--- config.mk ---
export PLATFORM = sky130hd
export DESIGN_NAME = kpn_channel_fifo
export DESIGN_NICKNAME = d
export VERILOG_FILES = /design/src/rtl/kpn_channel_pkg.sv /design/src/rtl/kpn_fifo_mem.sv /design/src/rtl/kpn_channel_fifo.sv
export SDC_FILE = /design/constraint.sdc
export NUM_CORES = 1
export LEC_CHECK = 0
export CAP_MARGIN = 20
export CORE_ASPECT_RATIO = 1.4
export CORE_MARGIN = 1
export CORE_UTILIZATION = 40
export CTS_CLUSTER_DIAMETER = 80
export DETAILED_ROUTE_END_ITERATION = 10
export GPL_TIMING_DRIVEN = 0
export PLACE_DENSITY_LB_ADDON = 0.3
export SKIP_LAST_GASP = 1
export SYNTH_ARGS = -nofsm -noshare
export SYNTH_HDL_FRONTEND = slang
export SYNTH_HIERARCHICAL = 1
export SYNTH_SLANG_ARGS = --single-unit
--- constraint.sdc ---
create_clock -name clock -period 3.3 [get_ports clock]
set_clock_uncertainty 0.1 [all_clocks]
set_input_delay 0.33 -clock clock [delete_from_list [all_inputs] [get_ports clock]]
set_output_delay 0.33 -clock clock [all_outputs]
set_load 0.1 [all_outputs]
--- src/rtl/kpn_channel_pkg.sv ---
// Shared definitions for KPN channels: default word width, default channel
// depth and the read-side FSM state encoding.
// No ports. This package is imported by the channel FIFO and its storage.
package kpn_channel_pkg;

  localparam int KPN_DATA_WIDTH    = 16;
  localparam int KPN_CHANNEL_DEPTH = 8;

  // IDLE: no read outstanding. PENDING: a read arrived while empty and
  // completes as soon as a word is present.
  typedef enum logic {
    RD_IDLE    = 1'b0,
    RD_PENDING = 1'b1
  } rd_state_e;

endpackage

--- src/rtl/kpn_fifo_mem.sv ---
// Channel storage: DEPTH x DATA_WIDTH array with one synchronous write port
// and one asynchronous read port. Contents are not reset.
// Ports:
//   clock  in  rising-edge clock
//   we     in  write enable
//   waddr  in  write address
//   wdata  in  write data
//   raddr  in  read address
//   rdata  out word stored at raddr (combinational)
module kpn_fifo_mem
  import kpn_channel_pkg::*;
#(
  parameter int DATA_WIDTH = KPN_DATA_WIDTH,
  parameter int DEPTH      = KPN_CHANNEL_DEPTH,
  parameter int ADDR_WIDTH = $clog2(DEPTH)
) (
  input  logic                  clock,
  input  logic                  we,
  input  logic [ADDR_WIDTH-1:0] waddr,
  input  logic [DATA_WIDTH-1:0] wdata,
  input  logic [ADDR_WIDTH-1:0] raddr,
  output logic [DATA_WIDTH-1:0] rdata
);

  logic [DATA_WIDTH-1:0] mem [DEPTH];

  always_ff @(posedge clock) begin
    if (we) mem[waddr] <= wdata;
  end

  assign rdata = mem[raddr];

endmodule

--- src/rtl/kpn_channel_fifo.sv ---
// KPN channel: bounded FIFO between a producer and lcd_module with blocking
// read semantics. A read that finds the channel empty is held pending and
// completes automatically once a word arrives.
// Ports:
//   clock       in  rising-edge clock
//   reset_n     in  asynchronous active-low reset
//   wr          in  producer write request
//   entry_in    in  producer data, valid with wr
//   full        out count == DEPTH
//   rd          in  consumer read strobe (level; only its rising edge pops)
//   entry_1     out last popped word, held until the next pop
//   empty       out count == 0
//   rd_pending  out read FSM is in PENDING (blocking read waiting)
//   count       out number of stored words, 0..DEPTH
//   overflow    out sticky: a write was attempted while full
//
// Handshake: a write is accepted on any clock edge where wr=1 and full=0
// (full acts as ~ready); wr while full drops the word and sets overflow.
// A read is requested by a rising edge of rd; it is served at that edge when
// empty=0, otherwise on the first edge where empty=0. full/empty are decoded
// from registered count only, so both decisions use pre-edge state.
module kpn_channel_fifo
  import kpn_channel_pkg::*;
#(
  parameter int DATA_WIDTH = KPN_DATA_WIDTH,
  parameter int DEPTH      = KPN_CHANNEL_DEPTH,
  parameter int ADDR_WIDTH = $clog2(DEPTH)
) (
  input  logic                  clock,
  input  logic                  reset_n,
  input  logic                  wr,
  input  logic [DATA_WIDTH-1:0] entry_in,
  output logic                  full,
  input  logic                  rd,
  output logic [DATA_WIDTH-1:0] entry_1,
  output logic                  empty,
  output logic                  rd_pending,
  output logic [ADDR_WIDTH:0]   count,
  output logic                  overflow
);

  localparam logic [ADDR_WIDTH:0] FULL_COUNT = (ADDR_WIDTH+1)'(DEPTH);

  rd_state_e             state_q, state_d;
  logic [ADDR_WIDTH-1:0] wr_ptr, rd_ptr;
  logic [ADDR_WIDTH:0]   count_q;
  logic                  rd_q;
  logic                  rd_edge;
  logic                  do_write;
  logic                  do_pop;
  logic [DATA_WIDTH-1:0] mem_rdata;

  assign empty      = (count_q == '0);
  assign full       = (count_q == FULL_COUNT);
  assign count      = count_q;
  assign rd_pending = (state_q == RD_PENDING);

  // Holding rd high must pop only once, so only the rising edge counts.
  assign rd_edge  = rd & ~rd_q;
  assign do_write = wr & ~full;

  always_comb begin
    state_d = state_q;
    do_pop  = 1'b0;
    unique case (state_q)
      RD_IDLE: begin
        if (rd_edge) begin
          if (!empty) do_pop  = 1'b1;
          else        state_d = RD_PENDING;
        end
      end
      RD_PENDING: begin
        // Further rd edges here are ignored: at most one read outstanding.
        if (!empty) begin
          do_pop  = 1'b1;
          state_d = RD_IDLE;
        end
      end
      default: state_d = RD_IDLE;
    endcase
  end

  kpn_fifo_mem #(
    .DATA_WIDTH (DATA_WIDTH),
    .DEPTH      (DEPTH),
    .ADDR_WIDTH (ADDR_WIDTH)
  ) u_mem (
    .clock (clock),
    .we    (do_write),
    .waddr (wr_ptr),
    .wdata (entry_in),
    .raddr (rd_ptr),
    .rdata (mem_rdata)
  );

  always_ff @(posedge clock or negedge reset_n) begin
    if (!reset_n) begin
      state_q  <= RD_IDLE;
      wr_ptr   <= '0;
      rd_ptr   <= '0;
      count_q  <= '0;
      rd_q     <= 1'b0;
      entry_1  <= '0;
      overflow <= 1'b0;
    end else begin
      state_q <= state_d;
      rd_q    <= rd;
      if (do_write) wr_ptr <= wr_ptr + ADDR_WIDTH'(1);
      if (do_pop) begin
        rd_ptr  <= rd_ptr + ADDR_WIDTH'(1);
        entry_1 <= mem_rdata;
      end
      unique case ({do_write, do_pop})
        2'b10:   count_q <= count_q + (ADDR_WIDTH+1)'(1);
        2'b01:   count_q <= count_q - (ADDR_WIDTH+1)'(1);
        default: count_q <= count_q;
      endcase
      if (wr && full) overflow <= 1'b1;
    end
  end

endmodule

Yosys cells after proc, flatten, opt, wreduce, memory -nomap -nowiden. Memory sizes are Yosys's and may differ from the RTL's. A register that Yosys moved wholly into a read port is not among the register bits. Cells that the tools add are included.

Bits in registers: 13. Bits in latches: 0. RAM bits: 128. ROM bits: 0. Input bits: 20. Output and inout bits: 24. Word-level logic and storage cells: 32. Memories kept: 1.

Add/subtract/negate cells: 4. $mul: 0. Div/mod/pow operators: 0. Magnitude comparators: 0. Equality and inequality tests: 3. Shifts and indexed selects: 0. Mux-type cells: 9. Bitwise gates (word level): 5. Reductions and logical operators: 4.

Memory list: u_mem.mem (depth 8, width 16, read ports 1, clocked after Yosys merged registers in 1, write ports 1, line kpn_fifo_mem.sv:25) `logic [DATA_WIDTH-1:0] mem [DEPTH];`.

Operators with widths (count): $pmux W4 S2 (1); $add A3 B1 Y3 const B (2); $mux W1 (6); $add A4 B1 Y4 const B (1); $eq A4 B4 Y1 const B (1); $logic_not A4 Y1 (1); $pmux W1 S2 (2); $sub A4 B1 Y4 const B (1); $not A1 Y1 (3); $and A1 B1 Y1 (2); $eq A2 B1 Y1 const B (1); $eq A2 B2 Y1 const B (1); $reduce_bool A2 Y1 (1); $logic_and A1 B1 Y1 (1); $logic_not A1 Y1 (1).

Longest topological paths before layout. Gate-level depths: netlist of run 1.

Depth after elaboration: 6. Gate-level depth with buffers: 11. Depth with buffers taken out: 10.

Modules after synthesis. The synthesis of run 1 kept the hierarchy.

Modules (own cells, without submodules): kpn_fifo_mem (times used 1, cells each 198, area an instance 4973.5 um^2, sequential area each 3843.7 um^2); kpn_channel_fifo (times used 1, cells each 87, area an instance 1343.8 um^2, sequential area each 725.7 um^2).

Worst setup path before layout of run 1. Ideal clock, no wire load.

Path kind: reg-to-reg. Start: register count_q[3] (netlist: count[3]). End: register count_q[2] (netlist: count[2]). Library setup time: 168 ps. Data arrival time: 4332 ps. Required time: 3032 ps. Path slack: -1300 ps. Stages on the path, launching flop included: 10. Buffers on the path: 0. Period minus slack after synthesis: 4600 ps. Cells stage by stage: dfrtp_1 nor4b_2 nand2b_2 ha_1 xor2_1 ha_1 a21oi_1 xor2_1 nor2_1 xor2_1.

Elaborated cells on any way between the ends: 11. Those cells by class: 3 x eq/ne; 4 x mux; 2 x bitwise; 2 x reduce/logical.

RTL lines: start, declared (line kpn_channel_fifo.sv:46) `logic [ADDR_WIDTH:0] count_q;`; start signal, assigned (line kpn_channel_fifo.sv:114) `2'b10: count_q <= count_q + (ADDR_WIDTH+1)'(1);`; start signal, assigned (line kpn_channel_fifo.sv:115) `2'b01: count_q <= count_q - (ADDR_WIDTH+1)'(1);`; start signal, assigned (line kpn_channel_fifo.sv:116) `default: count_q <= count_q;`; $eq A4 B4 Y1 * (line kpn_channel_fifo.sv:54) `assign full = (count_q == FULL_COUNT);`; named net full (line kpn_channel_fifo.sv:33) `output logic full,`; $not A1 Y1 * (line kpn_channel_fifo.sv:60) `assign do_write = wr & ~full;`; $and A1 B1 Y1 * (line kpn_channel_fifo.sv:60); $eq A2 B1 Y1 or $eq A2 B2 Y1 (tied branches) (line kpn_channel_fifo.sv:113) `unique case ({do_write, do_pop})`; $pmux W4 S2 or $reduce_bool A2 Y1 (tied branches).

The timed path passes the listed nets; every way through them passes the cells marked *. A chain may end at the register's enable or synchronous reset.

Worst setup path in the final report of run 1.
Start: register count_q[0] (netlist: count[0]). End: output empty.

Longest elaborated chain between the ends: 1.

RTL lines: $logic_not A4 Y1 (line kpn_channel_fifo.sv:53) `assign empty = (count_q == '0);`; end, declared (line kpn_channel_fifo.sv:36) `output logic empty,`.

Every way passes these cells.

==> results of run 1 <==
final cells by class:
class                      instances  area, µm²
sequential                       157       4580
buffer                            11        105
timing repair buffer              52        586
fill                            1277       7750
inverter                           3       13.8
clock buffer                      18        429
multi-input combinational        114       1680
tap                              196        245
clock inverter                    14        145
sequential cells by signal (all words and copies together) (netlist names):
register / count
overflow: 1
rd_ptr: 3
u_mem/mem: 128
count: 4
rd_pending: 1
entry_1: 16
rd_q: 1
wr_ptr: 3
worst max-delay path by stage:
stage                                     from                        end  slack, ps  cells past startpoint
after floorplan           count[3]$_DFFE_PN0P_       count[2]$_DFFE_PN0P_       -270                     11
after global placement                      wr  u_mem/mem[4][2]$_DFFE_PP_       -670                      5
after detailed placement                    wr  u_mem/mem[0][9]$_DFFE_PP_        660                      6
after CTS                 count[0]$_DFFE_PN0P_                      empty        380                      2
after global routing      count[0]$_DFFE_PN0P_                      empty        360                      2
final                     count[0]$_DFFE_PN0P_                      empty        420                      2
power by group through the flow:
stage	Sequential, mW	Clock (mW)	Combinational [mW]
3_3_place_gp	2.84	0	3.02
3_5_place_dp	2.86	0	3.16
2_1_floorplan	3.78	0	1.38
5_1_grt	2.86	2.01	3.27
6_report	2.81	1.88	3.12
4_1_cts	2.82	1.92	3.17
metal layers:
metal  global-route usage  vias to the layer above
li1                     -                     1316
met1                0.191                     1536
met2                0.263                       67
met3               0.0411                       15
met4               0.0685                        0
met5                    0                        -
worst reg2reg max path, stage by stage (launching register included):
cell,delay (ps)
dfrtp_4,510
nor4b_4,150
nand2b_2,260
inv_2,120
nand2b_1,140
nor3_2,690
buf_6,270
synthesized netlist by cell type, types with 2 or more instances:
master,number,area [µm²]
a21oi_1,2,10.0
buf_1,3,11.3
buf_12,2,40.0
buf_6,4,45.0
dfrtp_1,29,726
edfxtp_1,128,3840
ha_1,5,62.6
inv_2,2,7.51
mux2_2,17,191
mux2_4,17,255
mux4_1,28,736
mux4_2,4,90.1
nand2_1,6,22.5
nand2b_1,3,18.8
nor2_1,8,30.0
nor2b_1,3,18.8
nor3_1,2,10.0
xnor2_1,4,35.0
xor2_1,5,43.8
placed cells by master, fill, tap and decap left out, types with 3 or more instances in the layout:
cell and n:
edfxtp_1 128, clkdlybuf4s50_1 42, mux4_1 28, dfrtp_1 25
mux2_4 17, mux2_2 17, clkbuf_16 17, nand2_1 6
buf_6 6, nor2_2 6, xor2_1 5, clkinv_4 5
xnor2_1 4, mux4_2 4, nor2b_1 3, ha_1 3
buf_1 3, nand2b_1 3, buf_8 3, buf_16 3
kinds of logic (layout without fill, tap and decap cells):
group,Yosys count,in the layout,share of synthesized area
DFF,157,157,0.723
muxes,66,66,0.201
adders and majority gates,5,5,0.00990
buffers and inverters,14,98,0.0184
AOI/OAI and AO/OA,7,7,0.00931
xor gates and xnor gates,9,9,0.0125
and+or+nand+nor,27,27,0.0252
per-stage QoR:
| step | instances | hold slack, ps |
|---|---|---|
| final | 565 | 298 |
| after global routing | 565 | 288 |
| after floorplan | 285 | -65.6 |
| after global placement | 524 | 339 |
| after CTS | 565 | 270 |
| after detailed placement | 532 | 345 |
==> key figures, run 1 <==
Synth
  – Ys flop type: edfxtp_1
  – Number of enable flip-flop cells after synthesis: 128
  – Post-synthesis instance total: 285
  – Synth warn: 6
  – Post-synthesis sequential area ratio: 0.723
  – Seq cells post-synth: 157
  – Synth Cell Area: 6320 µm²
  – Unique masters post-synth: 32
  – Syn_nets: 310
  – Mapped Avg Cell Area: 22.2 µm²
  – FFs w/ async S/R, synth: 0.185

Critical path
  – CP max stage delay: 1180 ps
  – CP max FO: 7
  – Worst setup EP type: output pin
  – Setup slack, reg-to-reg: 750 ps
  – Top delay family on crit path: buffers and inverters
  – Worst path bufs/invs: 1
  – CP Cell Sequence: nor4_4 -> clkdlybuf4s50_1
  – Worst R2R Path Depth: 6
  – Reg2reg start: count[3]$_DFFE_PN0P_
  – WP data required: 2870 ps
  – WP data arrival: 2450 ps
  – CP max stage cell: clkdlybuf4s50_1
  – R2R Path End: u_mem/mem[0][4]$_DFFE_PP_
  – Worst Setup Start Kind: flip-flop
  – Setup CP Type: flip-flop to output pin

Floorplanning
  – Die outline width: 108 µm
  – Die ar.: 16300 µm²
  – Core Footprint: 15500 µm²
  – Ports: 44
  – Row cnt: 54
  – Initial Util: 0.407
  – Die H: 151 µm

Drt
  – Uppermost layer routed: met4
  – First-pass detailed-route iteration total: 8
  – Met2 routed WL: 5.99 mm
  – Mean routed wirelength per cell: 20.2 µm
  – Routed vias/inst: 5.19
  – Met1 WL: 4.81 mm
  – Via Count: 2934
  – Detail Route Antenna Nets: 0
  – WL final: 11.4 mm
  – DRC Markers: 2
  – Violation count after the first detailed-route iteration: 175
  – Met3 wire len: 407 µm

STA
  – Max Clock Freq: 348 MHz
  – Final setup fails: 0
  – Setup TNS: 0 ps
  – RSZ-0062 raised after global routing: false
  – Slew Limit Fails: 0
  – Worst-Margin Slew: 968 ps
  – Final WS setup: 425 ps
  – Hold Fails Final Rpt: 0
  – Min Tclk post-route: 2880 ps
  – Slew margin rel.: 0.353
  – Fin crit share: 0.871

Cells and area
  – Layout Nets: 381
  – Layout cell share with drive strength beyond 1: 0.282
  – ANT cells: 0
  – Fin util: 0.501
  – Fin area: 7790 µm²
  – Area Growth Syn to Fin: 23.3%

Hold path
  – Class of the worst hold path: primary input to flip-flop
  – Hold Startpoint: rd
  – Hold Crit Depth: 1
  – Worst Hold End: rd_q$_DFF_PN0_

Clocking
  – Max Root-Sink Buffers: 2
  – CTS Buf Count: 17
  – Root buf cell: clkbuf_16
  – Clk_lat worst skew: 410 ps
  – H-Tree Depth: 4
  – Post-CTS setup buffer count: 0
  – CTS resizes: 0
  – CTS Sinks: 157
  – Worst-path clk slew: 60 ps
  – CTS tree: yes
  – Hold_buf cts: 1

Power
  – Switching part of the total: 0.369
  – Register share of total power: 0.360
  – Pwr/cell area: 1000 nW/µm²
  – Overall power: 7.81 mW
  – Clock power share: 0.241
  – Gate power share: 0.399
  – P_int: 4.93 mW
  – Leak: 2.77 nW
  – Worst VDD drop: 0.000709 V
  – P_sw: 2.88 mW

Place
  – Placer Congestion: 0.678
  – Worst Setup Slack post-DPL: 657 ps
  – Cell Area, Placed: 7200 µm²
  – Port buffer count: 43
  – Dpl hpwl: 7.34 mm

Global routing
  – Initial antenna violation count: 0
  – GRT Overall Usage: 0.157
  – Largest net degree at the start of global routing: 30
  – Vias in the first global route: 3122
  – Congestion Overflow GR: 0
  – First-pass GRT wire length: 17.8 mm

Flow run
  – Max-Cap Viols: 0

Outcome
  – Failing checks: DRC
  – Status: complete, but fails checks
Power figures use the tool's default switching activity.
==> run 2, diff against run 1 <==
--- a/config.mk
+++ b/config.mk
@@ -8,7 +8,7 @@
 export CAP_MARGIN = 20
 export CORE_ASPECT_RATIO = 1.4
 export CORE_MARGIN = 1
-export CORE_UTILIZATION = 40
+export CORE_UTILIZATION = 58
 export CTS_CLUSTER_DIAMETER = 80
 export DETAILED_ROUTE_END_ITERATION = 10
 export GPL_TIMING_DRIVEN = 0
==> key figures, run 2 (same netlist as run 1, synthesis figures left out) <==
Floorplanning
  – Row cnt: 44 (-19%)
  – Die H: 125 µm (-17%)
  – Die ar.: 11300 µm² (-31%)
  – Ports: 44 (unchanged)
  – Initial Util: 0.604 (+0.197)
  – Core Footprint: 10500 µm² (-33%)
  – Die outline width: 90.2 µm (-17%)

Place
  – Port buffer count: 43 (unchanged)
  – Placer Congestion: 0.674 (-0.63%)
  – Cell Area, Placed: 7100 µm² (-1.4%)
  – Dpl hpwl: 7.49 mm (+2.0%)

Critical path
  – CP max FO: 7 (unchanged)
  – CP max stage delay: 1180 ps (about the same)
  – Worst path bufs/invs: 1 (unchanged)
  – Worst setup EP type: output pin
  – CP max stage cell: clkdlybuf4s50_1
  – Worst Setup Start Kind: flip-flop
  – Setup CP Type: flip-flop to output pin
  – Top delay family on crit path: buffers and inverters
  – CP Cell Sequence: nor4_4 -> clkdlybuf4s50_1
  – WP data required: 2870 ps (about the same)
  – WP data arrival: 2450 ps (about the same)

Clocking
  – H-Tree Depth: 4 (unchanged)
  – CTS Buf Count: 17 (unchanged)
  – Root buf cell: clkbuf_16
  – Clk_lat worst skew: 410 ps (about the same)
  – CTS Sinks: 157 (unchanged)
  – Worst-path clk slew: 60 ps (about the same)
  – Max Root-Sink Buffers: 2 (unchanged)
  – CTS tree: yes
  – CTS resizes: 0 (unchanged)
  – Post-CTS setup buffer count: 0 (unchanged)

Flow run
  – Max-Cap Viols: 0 (unchanged)

STA
  – Max Clock Freq: 347 MHz (-0.15%)
  – Fin crit share: 0.873 (+0.00132)
  – Worst-Margin Slew: 993 ps (+24.7 ps)
  – Hold Fails Final Rpt: 0 (unchanged)
  – Slew margin rel.: 0.336 (-0.0165)
  – RSZ-0062 raised after global routing: false
  – Slew Limit Fails: 0 (unchanged)
  – Min Tclk post-route: 2880 ps (+4.37 ps)
  – Final setup fails: 0 (unchanged)
  – Setup TNS: 0 ps (unchanged)

Cells and area
  – Fin util: 0.738 (+0.236)
  – Commonest cells after routing, fill and taps aside: edfxtp_1, clkdlybuf4s50_1, mux4_1
  – Area Growth Syn to Fin: 22.1%
  – Footprint of the multi-input gates: 1680 µm² (unchanged)
  – Reg area: 4580 µm² (unchanged)
  – Commonest non-fill, non-tap cell in the layout: edfxtp_1
  – Max reg flops: 128 (unchanged)
  – Layout Nets: 382 (+0.26%)
  – Layout cell share with drive strength beyond 1: 0.286 (+0.00464)
  – Fin area: 7710 µm² (-0.93%)
  – Fillcell total: 592 (-54%)
  – Biggest register: u_mem/mem
  – ANT cells: 0 (unchanged)

Drt
  – Via Count: 2997 (+2.1%)
  – Met2 routed WL: 6.28 mm (+4.8%)
  – Met1 WL: 4.56 mm (-5.1%)
  – DRC Markers: 0 (-2)
  – Routed vias/inst: 5.90 (+14%)
  – Met3 wire len: 436 µm (+7.1%)
  – Uppermost layer routed: met4
  – Detail Route Antenna Nets: 0 (unchanged)
  – Violation count after the first detailed-route iteration: 185 (+5.7%)
  – First-pass detailed-route iteration total: 4 (-4)
  – WL final: 11.4 mm (about the same)
  – Mean routed wirelength per cell: 22.5 µm (+11%)

Power
  – Overall power: 7.89 mW (+1.1%)
  – Switching part of the total: 0.363 (-0.00611)
  – Leak: 2.78 nW (+0.55%)
  – Pwr/cell area: 1020 nW/µm² (+2.0%)
  – Gate power share: 0.394 (-0.005)
  – P_int: 5.03 mW (+2.0%)
  – Worst VDD drop: 0.000485 V (-32%)
  – Register share of total power: 0.359 (about the same)
  – P_sw: 2.87 mW (-0.62%)
  – Clock power share: 0.247 (+0.006)

Global routing
  – GRT Overall Usage: 0.227 (+0.0697)
  – Largest net degree at the start of global routing: 30 (unchanged)
  – Initial antenna violation count: 0 (unchanged)
  – Congestion Overflow GR: 0 (unchanged)
  – Vias in the first global route: 3081 (-1.3%)
  – First-pass GRT wire length: 18.0 mm (+1.4%)

Outcome
  – Status: complete, no violations

Hold path
  – Class of the worst hold path: primary input to flip-flop
run 2: changes by cell type in the layout (fill, tap and decap cells not counted), moves of 2 or more:
cell / before / now
clkinv_4: 5 / 1
buf_8: 3 / 6
clkinv_2: 2 / 5
clkbuf_8: 0 / 2
buf_16: 3 / 0
run 2: area by class of cell:
type / count / area share
flip-flops and latches: 157 / 0.594
clock buffers: 20 / 0.0592
repair buffers: 53 / 0.0725
clock inverters: 12 / 0.0187
inverters: 3 / 0.00178
plain buffers: 11 / 0.0136
well taps: 138 / 0.0224
multi-input cells: 114 / 0.218
run 2: worst register-to-register path, delay by kind of cell, from the launching register on:
family,cells,cell delay [ps]
AO/OA/AOI/OAI,2,390
adder cells (fa/ha/maj),1,350
XOR/XNOR,1,170
AND/OR/NAND/NOR,2,660
buffers and inverters,2,230
flip-flops,1,540
run 2: stage by stage:
step           hold slack (ps)  std cells  worst slack (ps)
2_1_floorplan            -65.6        285              -268
3_3_place_gp               339        466              -720
3_5_place_dp               338        475               711
4_1_cts                    295        508               391
5_1_grt                    294        508               326
6_report                   297        508               420
run 2: worst paths after layout:
path | from | slack (ps) | depth (start not counted) | endpoint
min in group asynchronous | reset_n | 410 | 2 | count[0]$_DFFE_PN0P_
max in group asynchronous | reset_n | 2160 | 2 | count[3]$_DFFE_PN0P_
worst max register to register | count[0]$_DFFE_PN0P_ | 790 | 8 | count[3]$_DFFE_PN0P_
worst min register to register | overflow$_DFFE_PN0P_ | 360 | 1 | overflow$_DFFE_PN0P_
worst min-delay path | rd | 300 | 1 | rd_q$_DFF_PN0_
worst max-delay path | count[0]$_DFFE_PN0P_ | 420 | 2 | empty
run 2: per-layer routing:
metal,vias to the layer above,global-route usage
met1,1575,0.282
li1,1316,-
met3,13,0.0547
met4,0,0.0939
met5,-,0
met2,93,0.385
run 2: power by group through the flow:
stage                     logic, mW  clock network [mW]  registers (mW)
after floorplan                1.38                   0            3.78
after global placement         2.98                   0            2.84
after detailed placement       3.13                   0            2.86
after CTS                      3.14                1.99            2.83
after global routing           3.25                2.06            2.87
final                          3.11                1.95            2.83
run 2: repair_timing:
action	in CTS	in global routing
endpoints found under the setup margin	0	0
endpoints found under the hold margin	29	0
hold buffers	1	0
==> run 3, diff against run 2 <==
--- a/config.mk
+++ b/config.mk
@@ -12,7 +12,7 @@
 export CTS_CLUSTER_DIAMETER = 80
 export DETAILED_ROUTE_END_ITERATION = 10
 export GPL_TIMING_DRIVEN = 0
-export PLACE_DENSITY_LB_ADDON = 0.3
+export PLACE_DENSITY = 0.79
 export SKIP_LAST_GASP = 1
 export SYNTH_ARGS = -nofsm -noshare
 export SYNTH_HDL_FRONTEND = slang
==> key figures, run 3 (same netlist as run 1, synthesis figures left out) <==
Drt
  – Violation count after the first detailed-route iteration: 129 (-30%)
  – DRC Markers: 0 (unchanged)
  – Via Count: 2935 (-2.1%)
  – WL final: 11.7 mm (+2.2%)
  – First-pass detailed-route iteration total: 4 (unchanged)
  – Mean routed wirelength per cell: 23.0 µm (+2.2%)
  – Routed vias/inst: 5.78 (-2.1%)
  – Detail Route Antenna Nets: 0 (unchanged)

Floorplanning
  – Die H: 125 µm (unchanged)
  – Ports: 44 (unchanged)
  – Core Footprint: 10500 µm² (unchanged)
  – Row cnt: 44 (unchanged)
  – Die ar.: 11300 µm² (unchanged)
  – Initial Util: 0.604 (unchanged)
  – Die outline width: 90.2 µm (unchanged)

Critical path
  – CP max stage cell: clkdlybuf4s50_1
  – Worst path bufs/invs: 1 (unchanged)
  – WP data required: 2870 ps (about the same)
  – Worst Setup Start Kind: flip-flop
  – CP Cell Sequence: nor4_4 -> clkdlybuf4s50_1
  – CP max stage delay: 1190 ps (about the same)
  – Top delay family on crit path: buffers and inverters
  – Worst setup EP type: output pin
  – WP data arrival: 2490 ps (+40 ps)
  – Setup CP Type: flip-flop to output pin
  – CP max FO: 7 (unchanged)

Clocking
  – CTS resizes: 0 (unchanged)
  – Max Root-Sink Buffers: 2 (unchanged)
  – H-Tree Depth: 4 (unchanged)
  – Clk_lat worst skew: 420 ps (about the same)
  – CTS Sinks: 157 (unchanged)
  – CTS Buf Count: 17 (unchanged)
  – Worst-path clk slew: 60 ps (about the same)
  – CTS tree: yes
  – Root buf cell: clkbuf_16

Global routing
  – GRT Overall Usage: 0.229 (+0.00171)
  – Congestion Overflow GR: 0 (unchanged)
  – Vias in the first global route: 3099 (+0.58%)
  – Initial antenna violation count: 0 (unchanged)
  – First-pass GRT wire length: 18.2 mm (+0.92%)
  – Largest net degree at the start of global routing: 30 (unchanged)

Cells and area
  – ANT cells: 0 (unchanged)
  – Post-Layout Cell Count: 508 (unchanged)
  – Commonest non-fill, non-tap cell in the layout: edfxtp_1
  – Layout Nets: 382 (unchanged)
  – Biggest register: u_mem/mem
  – Commonest cells after routing, fill and taps aside: edfxtp_1, clkdlybuf4s50_1, mux4_1
  – Layout cell share with drive strength beyond 1: 0.284 (-0.00270)
  – Max reg flops: 128 (unchanged)
  – Fin util: 0.740 (+0.00215)
  – Area Growth Syn to Fin: 22.5%

STA
  – Final setup fails: 0 (unchanged)
  – Worst hold slack: 267 ps (-30.4 ps)
  – Hold Fails Final Rpt: 0 (unchanged)
  – Min Tclk post-route: 2920 ps (+43.2 ps)
  – Worst-Margin Slew: 1030 ps (+41.9 ps)
  – Fin crit share: 0.886 (+0.0131)
  – RSZ-0062 raised after global routing: false
  – Setup TNS: 0 ps (unchanged)
  – Max Clock Freq: 342 MHz (-1.5%)
  – Slew Limit Fails: 0 (unchanged)
  – Slew margin rel.: 0.306 (-0.0296)

Outcome
  – Status: complete, no violations

Place
  – Port buffer count: 43 (unchanged)
  – Placer Congestion: 0.731 (+8.6%)
  – Dpl hpwl: 7.31 mm (-2.5%)
  – Placed Cells: 475 (unchanged)

Hold path
  – Class of the worst hold path: primary input to flip-flop

Power
  – Worst VDD drop: 0.000609 V (+25%)
  – Leak: 2.79 nW (+0.13%)
  – Pwr/cell area: 1030 nW/µm² (+0.43%)

Flow run
  – Max-Cap Viols: 0 (unchanged)
run 3: cell type report:
cell class                 instances  area (µm²)
sequential                       157        4580
fill                             597        2720
multi-input combinational        114        1680
timing repair buffer              53         577
clock buffer                      19         433
clock inverter                    13         173
tap                              138         173
buffer                            11         105
inverter                           3        13.8
run 3: per-layer routing:
layer | GRT usage | wire (µm) | up-vias | share of wire
met5 | 0 | 0 | - | 0
met4 | 0.0930 | 216 | 0 | 0.018
li1 | - | - | 1315 | -
met1 | 0.289 | 4730 | 1516 | 0.40
met2 | 0.382 | 6220 | 86 | 0.53
met3 | 0.0572 | 513 | 18 | 0.044
run 3: repair_timing:
item | 4_1_cts | 5_1_grt
hold endpoints to repair | 29 | 0
hold buffers | 1 | 0
endpoints found under the setup margin | 0 | 0
setup buffers | 0 | 0
run 3: final timing paths:
kind	cells past startpoint	start	end	slack [ps]
max	2	count[0]$_DFFE_PN0P_	empty	380
min	1	rd	rd_q$_DFF_PN0_	270
max reg2reg	6	count[3]$_DFFE_PN0P_	u_mem/mem[0][4]$_DFFE_PP_	620
min reg2reg	1	overflow$_DFFE_PN0P_	overflow$_DFFE_PN0P_	360
max in group asynchronous	2	reset_n	count[3]$_DFFE_PN0P_	2160
min in group asynchronous	2	reset_n	count[0]$_DFFE_PN0P_	410
run 3: per-stage QoR:
step	instance area, µm²	setup WS (ps)	total power [mW]
after floorplan	6360	-268	5.16
after global placement	6960	-617	5.82
after detailed placement	7120	573	5.99
after CTS	7740	344	8.01
after global routing	7740	294	8.24
final	7740	377	7.95
run 3: report_power, final:
part	internal [mW]	switching (mW)
Combinational	1.23	1.90
Sequential	2.58	0.238
Clock	1.26	0.737
